<file path="src/rtl/fifo_stream_adapter_pkg.sv">
// rtl/fifo_stream_adapter_pkg.sv - shared widths, beat type and helpers for the fifo stream adapter
package fifo_stream_adapter_pkg;

  localparam int DATA_WIDTH_DEF = 8;
  localparam int PKT_CNT_W      = 16;

  typedef struct packed {
    logic [DATA_WIDTH_DEF-1:0] data;
    logic                      last;
  } beat_t;

  // Beat counter needs at least one bit even when every beat is the last.
  function automatic int beat_w(input int pkt_len);
    return (pkt_len > 1) ? $clog2(pkt_len) : 1;
  endfunction

endpackage

</file>
<file path="src/rtl/fifo_stream_adapter_ring_buf.sv">
// rtl/fifo_stream_adapter_ring_buf.sv - prefetch ring buffer with occupancy count and head output
module fifo_stream_adapter_ring_buf #(
  parameter int DATA_WIDTH = 8,
  parameter int BUF_DEPTH  = 4,
  localparam int PTR_W     = $clog2(BUF_DEPTH)
) (
  input  logic                  clk,
  input  logic                  rst_n,
  input  logic                  clr,
  input  logic                  push,
  input  logic [DATA_WIDTH-1:0] push_data,
  input  logic                  pop,
  output logic [DATA_WIDTH-1:0] head_data,
  output logic [PTR_W:0]        occ
);

  logic [DATA_WIDTH-1:0] mem_q [BUF_DEPTH];
  logic [PTR_W-1:0]      head_q, head_d;
  logic [PTR_W-1:0]      tail_q, tail_d;
  logic [PTR_W:0]        occ_q, occ_d;

  assign head_data = mem_q[head_q];
  assign occ       = occ_q;

  // Clearing snaps head onto tail instead of zeroing both; storage is left as is.
  always_comb begin
    head_d = head_q;
    tail_d = tail_q;
    occ_d  = occ_q;
    if (clr) begin
      head_d = tail_q;
      occ_d  = '0;
    end else begin
      if (push) tail_d = tail_q + 1'b1;
      if (pop)  head_d = head_q + 1'b1;
      case ({push, pop})
        2'b10:   occ_d = occ_q + 1'b1;
        2'b01:   occ_d = occ_q - 1'b1;
        default: occ_d = occ_q;
      endcase
    end
  end

  always_ff @(posedge clk or negedge rst_n) begin
    if (!rst_n) begin
      head_q <= '0;
      tail_q <= '0;
      occ_q  <= '0;
    end else begin
      head_q <= head_d;
      tail_q <= tail_d;
      occ_q  <= occ_d;
    end
  end

  always_ff @(posedge clk or negedge rst_n) begin
    if (!rst_n) begin
      for (int i = 0; i < BUF_DEPTH; i++) mem_q[i] <= '0;
    end else if (push && !clr) begin
      mem_q[tail_q] <= push_data;
    end
  end

endmodule

</file>
<file path="src/rtl/fifo_stream_adapter.sv">
// rtl/fifo_stream_adapter.sv - pulls words from a sync fifo and presents a framed valid/ready stream
module fifo_stream_adapter
  import fifo_stream_adapter_pkg::*;
#(
  parameter int DATA_WIDTH = DATA_WIDTH_DEF,
  parameter int BUF_DEPTH  = 4,
  parameter int PKT_LEN    = 16
) (
  input  logic                  clk,
  input  logic                  rst_n,
  input  logic                  flush,
  output logic                  fifo_rd_en,
  input  logic [DATA_WIDTH-1:0] fifo_rd_data,
  input  logic                  fifo_empty,
  output logic                  m_valid,
  input  logic                  m_ready,
  output logic [DATA_WIDTH-1:0] m_data,
  output logic                  m_last,
  output logic [PKT_CNT_W-1:0]  pkt_cnt
);

  localparam int PTR_W  = $clog2(BUF_DEPTH);
  localparam int BEAT_W = beat_w(PKT_LEN);
  localparam logic [BEAT_W-1:0]  LAST_BEAT = BEAT_W'(PKT_LEN - 1);
  localparam logic [PTR_W+1:0]   DEPTH_L   = (PTR_W + 2)'(BUF_DEPTH);

  logic                 pend_q, pend_d;
  logic [BEAT_W-1:0]    beat_q, beat_d;
  logic [PKT_CNT_W-1:0] pkt_cnt_q, pkt_cnt_d;
  logic [PTR_W:0]       occ;
  logic                 push;
  logic                 xfer;

  // A read is only issued when the word it returns is guaranteed a slot.
  assign fifo_rd_en = !fifo_empty && !flush &&
                      (({1'b0, occ} + (PTR_W + 2)'(pend_q)) < DEPTH_L);

  assign m_valid = (occ != '0);
  assign m_last  = m_valid && (beat_q == LAST_BEAT);
  assign xfer    = m_valid && m_ready && !flush;
  assign push    = pend_q && !flush;
  assign pkt_cnt = pkt_cnt_q;

  fifo_stream_adapter_ring_buf #(
    .DATA_WIDTH (DATA_WIDTH),
    .BUF_DEPTH  (BUF_DEPTH)
  ) u_ring (
    .clk       (clk),
    .rst_n     (rst_n),
    .clr       (flush),
    .push      (push),
    .push_data (fifo_rd_data),
    .pop       (xfer),
    .head_data (m_data),
    .occ       (occ)
  );

  always_comb begin
    pend_d    = fifo_rd_en;
    beat_d    = beat_q;
    pkt_cnt_d = pkt_cnt_q;
    if (flush) begin
      beat_d = '0;
    end else if (xfer) begin
      if (m_last) begin
        beat_d    = '0;
        pkt_cnt_d = pkt_cnt_q + 1'b1;
      end else begin
        beat_d = beat_q + 1'b1;
      end
    end
  end

  always_ff @(posedge clk or negedge rst_n) begin
    if (!rst_n) begin
      pend_q    <= 1'b0;
      beat_q    <= '0;
      pkt_cnt_q <= '0;
    end else begin
      pend_q    <= pend_d;
      beat_q    <= beat_d;
      pkt_cnt_q <= pkt_cnt_d;
    end
  end

endmodule

</file>
<file path="config.mk">
export PLATFORM = sky130hd
export DESIGN_NAME = fifo_stream_adapter
export DESIGN_NICKNAME = d
export VERILOG_FILES = /design/src/rtl/fifo_stream_adapter_pkg.sv /design/src/rtl/fifo_stream_adapter_ring_buf.sv /design/src/rtl/fifo_stream_adapter.sv
export SDC_FILE = /design/constraint.sdc
export NUM_CORES = 1
export LEC_CHECK = 0
export ABC_CLOCK_PERIOD_IN_PS = 3310
export BUFFER_PORTS_ARGS = -buffer_cell sky130_fd_sc_hd__clkbuf_2
export CORE_MARGIN = 3
export CORE_UTILIZATION = 36
export CTS_CLUSTER_SIZE = 8
export DETAILED_ROUTE_END_ITERATION = 8
export GPL_ROUTABILITY_DRIVEN = 0
export SLEW_MARGIN = 20
export SYNTH_ARGS = -nofsm -noshare
export SYNTH_HDL_FRONTEND = slang
export SYNTH_HIERARCHICAL = 1
export SYNTH_SLANG_ARGS = --single-unit
</file>
<file path="constraint.sdc">
create_clock -name clk -period 3.31 [get_ports clk]
set_input_delay 0.1655 -clock clk [delete_from_list [all_inputs] [get_ports clk]]
set_output_delay 0.1655 -clock clk [all_outputs]
set_load 0.005 [all_outputs]
</file>
==> results of run 1 <==
==> registers in the layout, indices dropped and copies added, names as in the netlist <==
register	flops
pkt_cnt	16
u_ring/occ	3
beat_q	4
u_ring/head_q	2
pend_q	1
u_ring/tail_q	2
u_ring/mem_q	32
==> Yosys cell counts (2+ instances only) <==
cell and n:
a21oi_1 3, nand3_1 5, nor2b_1 2, nor2_1 4
nor3b_1 3, xor2_1 5, and4_1 2, nand2_8 4
nand2_1 12, dfrtp_1 60, buf_2 2, mux2_4 33
o21ai_0 4, mux4_2 8, ha_1 6, and3_1 3
nand4_1 6, xnor2_1 16, nor3_1 3, inv_1 2
==> critical path, delay by kind of cell, from the launching register on <==
| kind | cells | cell delay (ns) |
|---|---|---|
| compound gates | 2 | 0.69 |
| fa+ha+maj | 1 | 0.38 |
| flops | 1 | 0.46 |
| simple gates | 4 | 0.89 |
==> layer usage <==
| layer | global-route usage (%) | vias to the layer above | share of wire [%] |
|---|---|---|---|
| met1 | 16.6 | 891 | 48 |
| met5 | 0 | - | 0 |
| met4 | 6.39 | 0 | 1.6 |
| li1 | - | 833 | - |
| met2 | 19.0 | 21 | 47 |
| met3 | 2.51 | 9 | 2.8 |
==> report_power, final <==
part	internal (W)	switching, W	leakage, nW
registers	0.000944	0.000168	0.792
clock network	0.000306	0.000266	0.0893
logic	0.000474	0.000217	0.814
==> cells by family after synthesis <==
family          after synthesis  share of synthesized area, %
flops                        60                          49.9
simple gates                 56                          14.1
mux                          42                          22.8
xor+xnor                     21                          6.12
compound gates               10                          2.46
fa+ha+maj                     7                          3.16
buf+inv                       6                          1.37
==> worst max path at each step <==
| stage | cells past startpoint | endpoint | from | slack, ns |
|---|---|---|---|---|
| finish | 7 | u_ring/occ[2] | u_ring/occ[1] | 0.79 |
| global route | 7 | u_ring/occ[2] | u_ring/occ[1] | 0.60 |
| CTS | 7 | u_ring/occ[2] | u_ring/occ[1] | 0.78 |
| detailed placement | 7 | u_ring/occ[2] | u_ring/occ[1] | 0.81 |
| global placement | 7 | u_ring/occ[2] | u_ring/occ[1] | 0.90 |
| floorplan | 7 | u_ring/occ[2] | u_ring/occ[1] | 1.05 |
==> area by class of cell <==
type	count	area [um^2]
clock buffers	13	159
clock inverters	2	10.0
fillers	747	4440
inverters	2	7.51
multi-input cells	136	1460
flip-flops and latches	60	1500
well taps	102	128
repair buffers	42	223
==> cells in the final DEF, fill, tap and decap left out, drive strengths merged <==
cell type / n
dfrtp: 60
clkbuf: 52
mux2: 33
xnor2: 16
nand2: 16
mux4: 8
nand4: 6
ha: 6
nand3: 6
xor2: 5
nor2: 5
nor3: 5
o21ai: 4
and3: 3
a21oi: 3
nor3b: 3
nor2b: 3
nor4: 3
and4: 2
clkinv: 2
dlygate4sd3: 2
inv: 2
or3: 1
o31ai: 1
nand3b: 1
o31a: 1
a41oi: 1
buf: 1
and2b: 1
and3b: 1
mux2i: 1
fa: 1
==> timing repair <==
action                    4_1_cts  5_1_grt
hold endpoints to repair       23        0
resized for setup               0        0
hold buffers                    2        0
==> metrics by stage <==
step / instance area [um^2] / worst slack [ns]
6_report: 3490 / 0.791
3_5_place_dp: 3300 / 0.810
4_1_cts: 3490 / 0.777
5_1_grt: 3490 / 0.599
2_1_floorplan: 3010 / 1.05
3_3_place_gp: 3300 / 0.903
==> flow_summary.toml, run 1 <==
[run_status]
status = "complete, no violations"

[logic_synthesis]
synthFlopType = "dfrtp_1"
syn-num-nets = 222
synth_edf_count = 0
synth_warnings = 6
synth-seq-cells = 60
synth_area_mm2 = 0.00301
avgSynthCellArea_um2 = 14.9
synth.distinct_cells = 39
synth_top_area_share_pct = 49.9
ys_seq_area_share_pct = 49.9
synth.area.top_cells = "dfrtp_1 (50%), mux2_4 (16%), mux4_2 (6.0%), xnor2_1 (4.7%), nand2_8 (2.7%)"
synthArstFlopShare_pct = 100
synthCells = 202
synth_area_leader_cell = "dfrtp_1"

[clocking]
clock_latency_ns = 0.33
cts_tree = "done"
htree_levels = 3
path_clk_slew_ns = 0.06
post-cts-setup-buffers = 0
clock-sinks = 60
clockBufferDepth = 2
numCtsBuffers = 9
cts_root_buf = "clkbuf_8"

[min_path]
hold_path.startpoint = "fifo_rd_data[4]"
hold_path_class = "primary input to flip-flop"
min_to = "u_ring/mem_q[4]"
hold_path_depth = 2

[global_routing]
track_usage_pct = 12.4
antenna_found_initial = 0
grt_pass1_wl_um = 9450
grt-ovfl-total = 0
grt_pass1_vias = 1856
grt_max_degree = 39

[timing]
maxSlewViolCount = 0
worstMarginPinSlew_ns = 0.636
final.min_clock_period_ns = 2.52
fin_worst_skew_ns = 0.00608
tns_ns = 0
rsz0062_at_grt = "false"
final-hold-violation-count = 0
setup_viol = 0
period_share_pct = 76.1
clock.fmax_ghz = 0.397
holdWs_ns = 0.124
maxSlewHeadroom_pct = 57.6

[critical_path]
r2r_start = "u_ring/occ[1]"
slowest_stage = "o31ai_4"
critPathKind = "flip-flop to flip-flop"
critPathRequiredTime_ns = 3.55
worstSetupStartpointType = "flip-flop"
critPathArrivalTime_ns = 2.75
r2r_slack_ns = 0.79
r2r_end = "u_ring/occ[2]"
worst_setup_path_end_kind = "flip-flop"
max_stage_delay_ns = 0.54
reg2reg_depth = 7
path_cells = "o31ai_4 -> nor2_2 -> and2b_2 -> fa_1 -> and3b_2 -> o21ai_0 -> nor3b_1"
critPathMaxFanout = 11

[die]
die_w_um = 97.4
io_pins = 40
start_util_pct = 37.9
die-area_mm2 = 0.00948
die_height_um = 97.4
rows = 32
core_mm2 = 0.00793

[detailed_routing]
route.vias.total = 1754
wl_per_cell_um = 15.2
wirelength_um = 5420
drc_errors = 0
antenna_left = 0
drt_first_pass_iters = 3
via_per_inst = 4.91
drt_iter0_drc = 47

[finish]
area_delta_synth_final_pct = 16.1
postLayoutCoreUtil_pct = 44.0
drive_above_1_share_pct = 42.4
antenna_cells = 0
layout.cells.non_filler = 357
finalNetCount = 271

[run]
drv_cap = 0

[place]
io_buffers = 39
dp.cells = 340
place_hpwl_um = 3670

[power]
power_density_mw_per_mm2 = 681
vdd_drop_max_mv = 0.236
p_leak_nw = 1.70
finalPower_w = 0.00238
Note: power is estimated with default switching activity, not from simulation.
==> run 2: changes to the inputs <==
ABC_CLOCK_PERIOD_IN_PS = 2500   (was 3310)
clock period = 2.5 ns   (was 3.31 ns; I/O delays follow)
==> run 2 against run 1 <==
Against the previous run: non-clock buffer count rose by 2; combinational power rose by 33%; clock power rose by 67%; fmax rose by 11%; wire length fell by 0.35%; register-to-register slack got worse by 0.57 ns; design area rose by 1.8%; global-route usage fell by 0.074 points; final cell count rose by 0.84%; critical path type unchanged; critical endpoint unchanged; largest power group unchanged.
==> flow_summary.toml, run 2 (synthesized netlist as in run 1, its figures left out) <==
[timing]
tns_ns = 0
fin_worst_skew_ns = 0.00762
final-hold-violation-count = 0
period_share_pct = 91.0
worstMarginPinSlew_ns = 0.752
rsz0062_at_grt = "false"
maxSlewHeadroom_pct = 49.9
clock.fmax_ghz = 0.440
final.min_clock_period_ns = 2.27
maxSlewViolCount = 0
fin_ws_ns = 0.225
setup_viol = 0

[place]
io_buffers = 39
pre_cts_slack_ns = 0.227
place_hpwl_um = 3590

[clocking]
htree_levels = 3
cts_root_buf = "clkbuf_8"
cts_resized = 0
path_clk_slew_ns = 0.07
clock-sinks = 60
clockBufferDepth = 2
numCtsBuffers = 9
clock_latency_ns = 0.33
post-cts-setup-buffers = 0
cts_tree = "done"

[detailed_routing]
drt_first_pass_iters = 4
drc_errors = 0
antenna_left = 0
wl_per_cell_um = 15.0
drt_iter0_drc = 50
wirelength_um = 5400
via_per_inst = 4.95
route.vias.total = 1783

[critical_path]
worst_setup_path_end_kind = "flip-flop"
critPathRequiredTime_ns = 2.74
worstSetupStartpointType = "flip-flop"
critPathArrivalTime_ns = 2.52
critPathKind = "flip-flop to flip-flop"
reg2reg_depth = 7
critPathLaunch = "u_ring/occ[0]"
critPathMaxFanout = 8
r2r_start = "u_ring/occ[0]"
r2r_end = "u_ring/occ[2]"
r2r_slack_ns = 0.23

[finish]
layout_commonest_cell = "dfrtp_1"
drive_above_1_share_pct = 43.4
antenna_cells = 0
postLayoutCoreUtil_pct = 44.8
largest_register_ffs = 32
final_cell_mix = "dfrtp_1 (60), clkbuf_2 (39), mux2_4 (33)"
finalNetCount = 273
area_delta_synth_final_pct = 18.2
top_register = "u_ring/mem_q"

[power]
vdd_drop_max_mv = 0.340
power_density_mw_per_mm2 = 943
p_leak_nw = 1.73

[global_routing]
grt-ovfl-total = 0
grt_max_degree = 61
grt_pass1_wl_um = 9430
track_usage_pct = 12.3
antenna_found_initial = 0
grt_pass1_vias = 1862

[die]
die_height_um = 97.4
die_w_um = 97.4
io_pins = 40
die-area_mm2 = 0.00948
rows = 32
core_mm2 = 0.00793
start_util_pct = 37.9

[min_path]
hold_path_class = "primary input to flip-flop"
hold_path.startpoint = "fifo_rd_data[7]"
hold_path_depth = 2
min_to = "u_ring/mem_q[31]"

[run_status]
status = "complete, no violations"

[run]
drv_cap = 0
## run 2: cell types whose count changed in the layout (fill, tap and decap cells not counted), sizes merged
cell    previous run  this run
buf                1         3
bufinv             0         2
clkinv             2         3
clkbuf            52        50
## run 2: metal layers
layer,global-route usage [%],wire length (um),part of all wire (%),vias up
li1,-,-,-,831
met1,16.6,2520,47,915
met2,18.8,2590,48,26
met3,2.23,152,2.8,11
met4,6.71,140,2.6,0
met5,0,0,0,-
## run 2: power by group
part / internal, W / switching [W] / leakage [nW]
registers: 0.00125 / 0.000225 / 0.792
logic: 0.000631 / 0.000291 / 0.824
clock network: 0.000584 / 0.000372 / 0.113
total: 0.00246 / 0.000888 / 1.73
## run 2: timing repair
item | 4_1_cts | 5_1_grt
hold buffers | 2 | 0
hold endpoints to repair | 61 | 0
endpoints found under the setup margin | 0 | 1
## run 2: area by class of cell
class	instances	area, um^2
tap	102	128
timing repair buffer	44	238
sequential	60	1500
clock inverter	5	75.1
multi-input combinational	136	1460
inverter	2	7.51
clock buffer	11	141
fill	720	4370
## run 2: critical path, stage by stage (launching register included)
cell,delay [ns]
dfrtp_1,0.47
o31ai_4,0.52
nor2_2,0.07
and2b_2,0.21
fa_1,0.37
and3b_2,0.21
o21ai_0,0.14
nor3b_1,0.19
## run 2: per-stage QoR
step | std cells | cell area (um^2) | hold WS [ns] | total power [W]
floorplan | 202 | 3010 | -0.171 | 0.00216
global placement | 342 | 3320 | 0.316 | 0.00241
detailed placement | 342 | 3320 | 0.311 | 0.00242
CTS | 360 | 3550 | 0.0686 | 0.00340
global route | 360 | 3550 | 0.0846 | 0.00354
finish | 360 | 3550 | 0.0819 | 0.00335
## run 2: worst max-delay path by stage
| stage | to | depth (start not counted) |
|---|---|---|
| 2_1_floorplan | u_ring/occ[2] | 7 |
| 3_3_place_gp | u_ring/occ[2] | 7 |
| 3_5_place_dp | u_ring/occ[2] | 7 |
| 4_1_cts | u_ring/occ[2] | 7 |
| 5_1_grt | u_ring/occ[2] | 7 |
| 6_report | u_ring/occ[2] | 7 |
==> run 3: changes to the inputs <==
CORE_MARGIN = 1   (was 3)
==> run 3 against run 2 <==
Against the previous run: global-route usage up 1.4 points; clock skew up 0.0019 ns; critical path depth unchanged; worst setup slack better by 0.25 ns; clock power down 8.3%; fmax up 12%; worst hold slack worse by 0.015 ns; critical path type unchanged; critical endpoint unchanged.
==> flow_summary.toml, run 3 (synthesized netlist as in run 1, its figures left out) <==
[critical_path]
path_cells = "o31ai_4 -> nor2_2 -> and2b_2 -> fa_1 -> and3b_2 -> o21ai_0 -> nor3b_1"
crit_cells = 7
slowest_stage = "dfrtp_1"
crit_end = "u_ring/occ[2]"
r2r_start = "u_ring/occ[0]"
reg2reg_depth = 7
worstSetupStartpointType = "flip-flop"
r2r_end = "u_ring/occ[2]"
critPathKind = "flip-flop to flip-flop"
worst_setup_path_end_kind = "flip-flop"
r2r_slack_ns = 0.48
critPathMaxFanout = 6
critical-path-top-delay-family = "simple AND/OR/NAND/NOR gates"
critPathArrivalTime_ns = 2.27
path_buf_inv = 0
critPathRequiredTime_ns = 2.75
critPathLaunch = "u_ring/occ[0]"
max_stage_delay_ns = 0.48

[timing]
clock.fmax_ghz = 0.494
period_share_pct = 81.0
fin_ws_ns = 0.476
maxSlewHeadroom_pct = 49.3
rsz0062_at_grt = "false"
tns_ns = 0
final.min_clock_period_ns = 2.02
fin_worst_skew_ns = 0.00952
setup_viol = 0
final-hold-violation-count = 0
worstMarginPinSlew_ns = 0.761
maxSlewViolCount = 0

[die]
io_pins = 40
die_height_um = 93.4
rows = 32
die_w_um = 93.4
start_util_pct = 38.1
die-area_mm2 = 0.00872
core_mm2 = 0.00789

[place]
place_hpwl_um = 3460
pre_cts_slack_ns = 0.214
post_dp_cell_area_mm2 = 0.00332
io_buffers = 39

[detailed_routing]
drc_errors = 0
wl_per_cell_um = 14.6
route.vias.total = 1761
via_per_inst = 4.88
drt_iter0_drc = 55
wirelength_um = 5270
drt_first_pass_iters = 4
antenna_left = 0

[finish]
largest_register_ffs = 32
fin_area_mm2 = 0.00355
area_delta_synth_final_pct = 17.9
finalNetCount = 274
antenna_cells = 0
layout_commonest_cell = "dfrtp_1"
top_register = "u_ring/mem_q"
drive_above_1_share_pct = 44.0
final_cell_mix = "dfrtp_1 (60), clkbuf_2 (39), mux2_4 (33)"

[power]
p_leak_nw = 1.72
vdd_drop_max_mv = 0.381
power_density_mw_per_mm2 = 922

[clocking]
numCtsBuffers = 9
clockBufferDepth = 2
path_clk_slew_ns = 0.08
htree_levels = 3
cts_root_buf = "clkbuf_8"
clock_latency_ns = 0.34
clock-sinks = 60
cts_tree = "done"

[global_routing]
grt_pass1_wl_um = 9000
grt_pass1_vias = 1777
grt-ovfl-total = 0
grt_max_degree = 61
track_usage_pct = 13.7
antenna_found_initial = 0

[min_path]
hold_path_class = "primary input to flip-flop"
hold_path.startpoint = "fifo_rd_data[7]"

[run]
drv_cap = 0

[run_status]
status = "complete, no violations"
## run 3: where the power goes
group          switching (W)  internal (W)  total [W]
registers           0.000223       0.00125    0.00147
clock network       0.000412      0.000464   0.000877
logic               0.000286      0.000634   0.000919
total               0.000922       0.00235    0.00327
## run 3: worst reg2reg max path, delay by kind of cell, from the launching register on
family,cells,cell delay (ns)
AND/OR/NAND/NOR,4,0.66
flip-flops,1,0.48
adder cells (fa/ha/maj),1,0.38
AO/OA/AOI/OAI,2,0.43
## run 3: per-stage QoR
stage               total power [W]  hold WS [ns]  instances  utilization, %
floorplan                   0.00216        -0.171        202               -
global placement            0.00240         0.326        342            42.1
detailed placement          0.00241         0.321        342            42.1
CTS                         0.00331        0.0515        360            44.9
global route                0.00347        0.0552        361            45.0
finish                      0.00327        0.0672        361            45.0
## run 3: cell type report
cell class	instances	area [um^2]
clock buffers	9	124
clock inverters	7	76.3
fillers	706	4340
inverters	2	7.51
multi-input cells	136	1460
flip-flops and latches	60	1500
well taps	102	128
repair buffers	45	245
## run 3: how the worst min path moves through the flow
stage | endpoint | slack [ns] | cells past startpoint
finish | u_ring/mem_q[31] | 0.07 | 2
global route | u_ring/mem_q[29] | 0.06 | 2
CTS | u_ring/mem_q[31] | 0.05 | 2
detailed placement | pend_q | 0.32 | 2
global placement | pkt_cnt[15] | 0.33 | 2
floorplan | beat_q[0] | -0.17 | 0
## run 3: metal layers
| metal | track usage [%] | vias to the layer above | routed length (um) |
|---|---|---|---|
| met1 | 19.0 | 885 | 2560 |
| met2 | 19.4 | 23 | 2390 |
| met4 | 8.46 | 0 | 146 |
| li1 | - | 841 | - |
| met3 | 3.09 | 12 | 182 |
| met5 | 0 | - | 0 |
## run 3: what timing repair did
| item | 4_1_cts | 5_1_grt |
|---|---|---|
| hold endpoints to repair | 61 | 0 |
| hold buffers | 2 | 0 |
| gates resized for setup | 0 | 0 |
| endpoints found under the setup margin | 0 | 1 |
| buffers inserted | 0 | 1 |
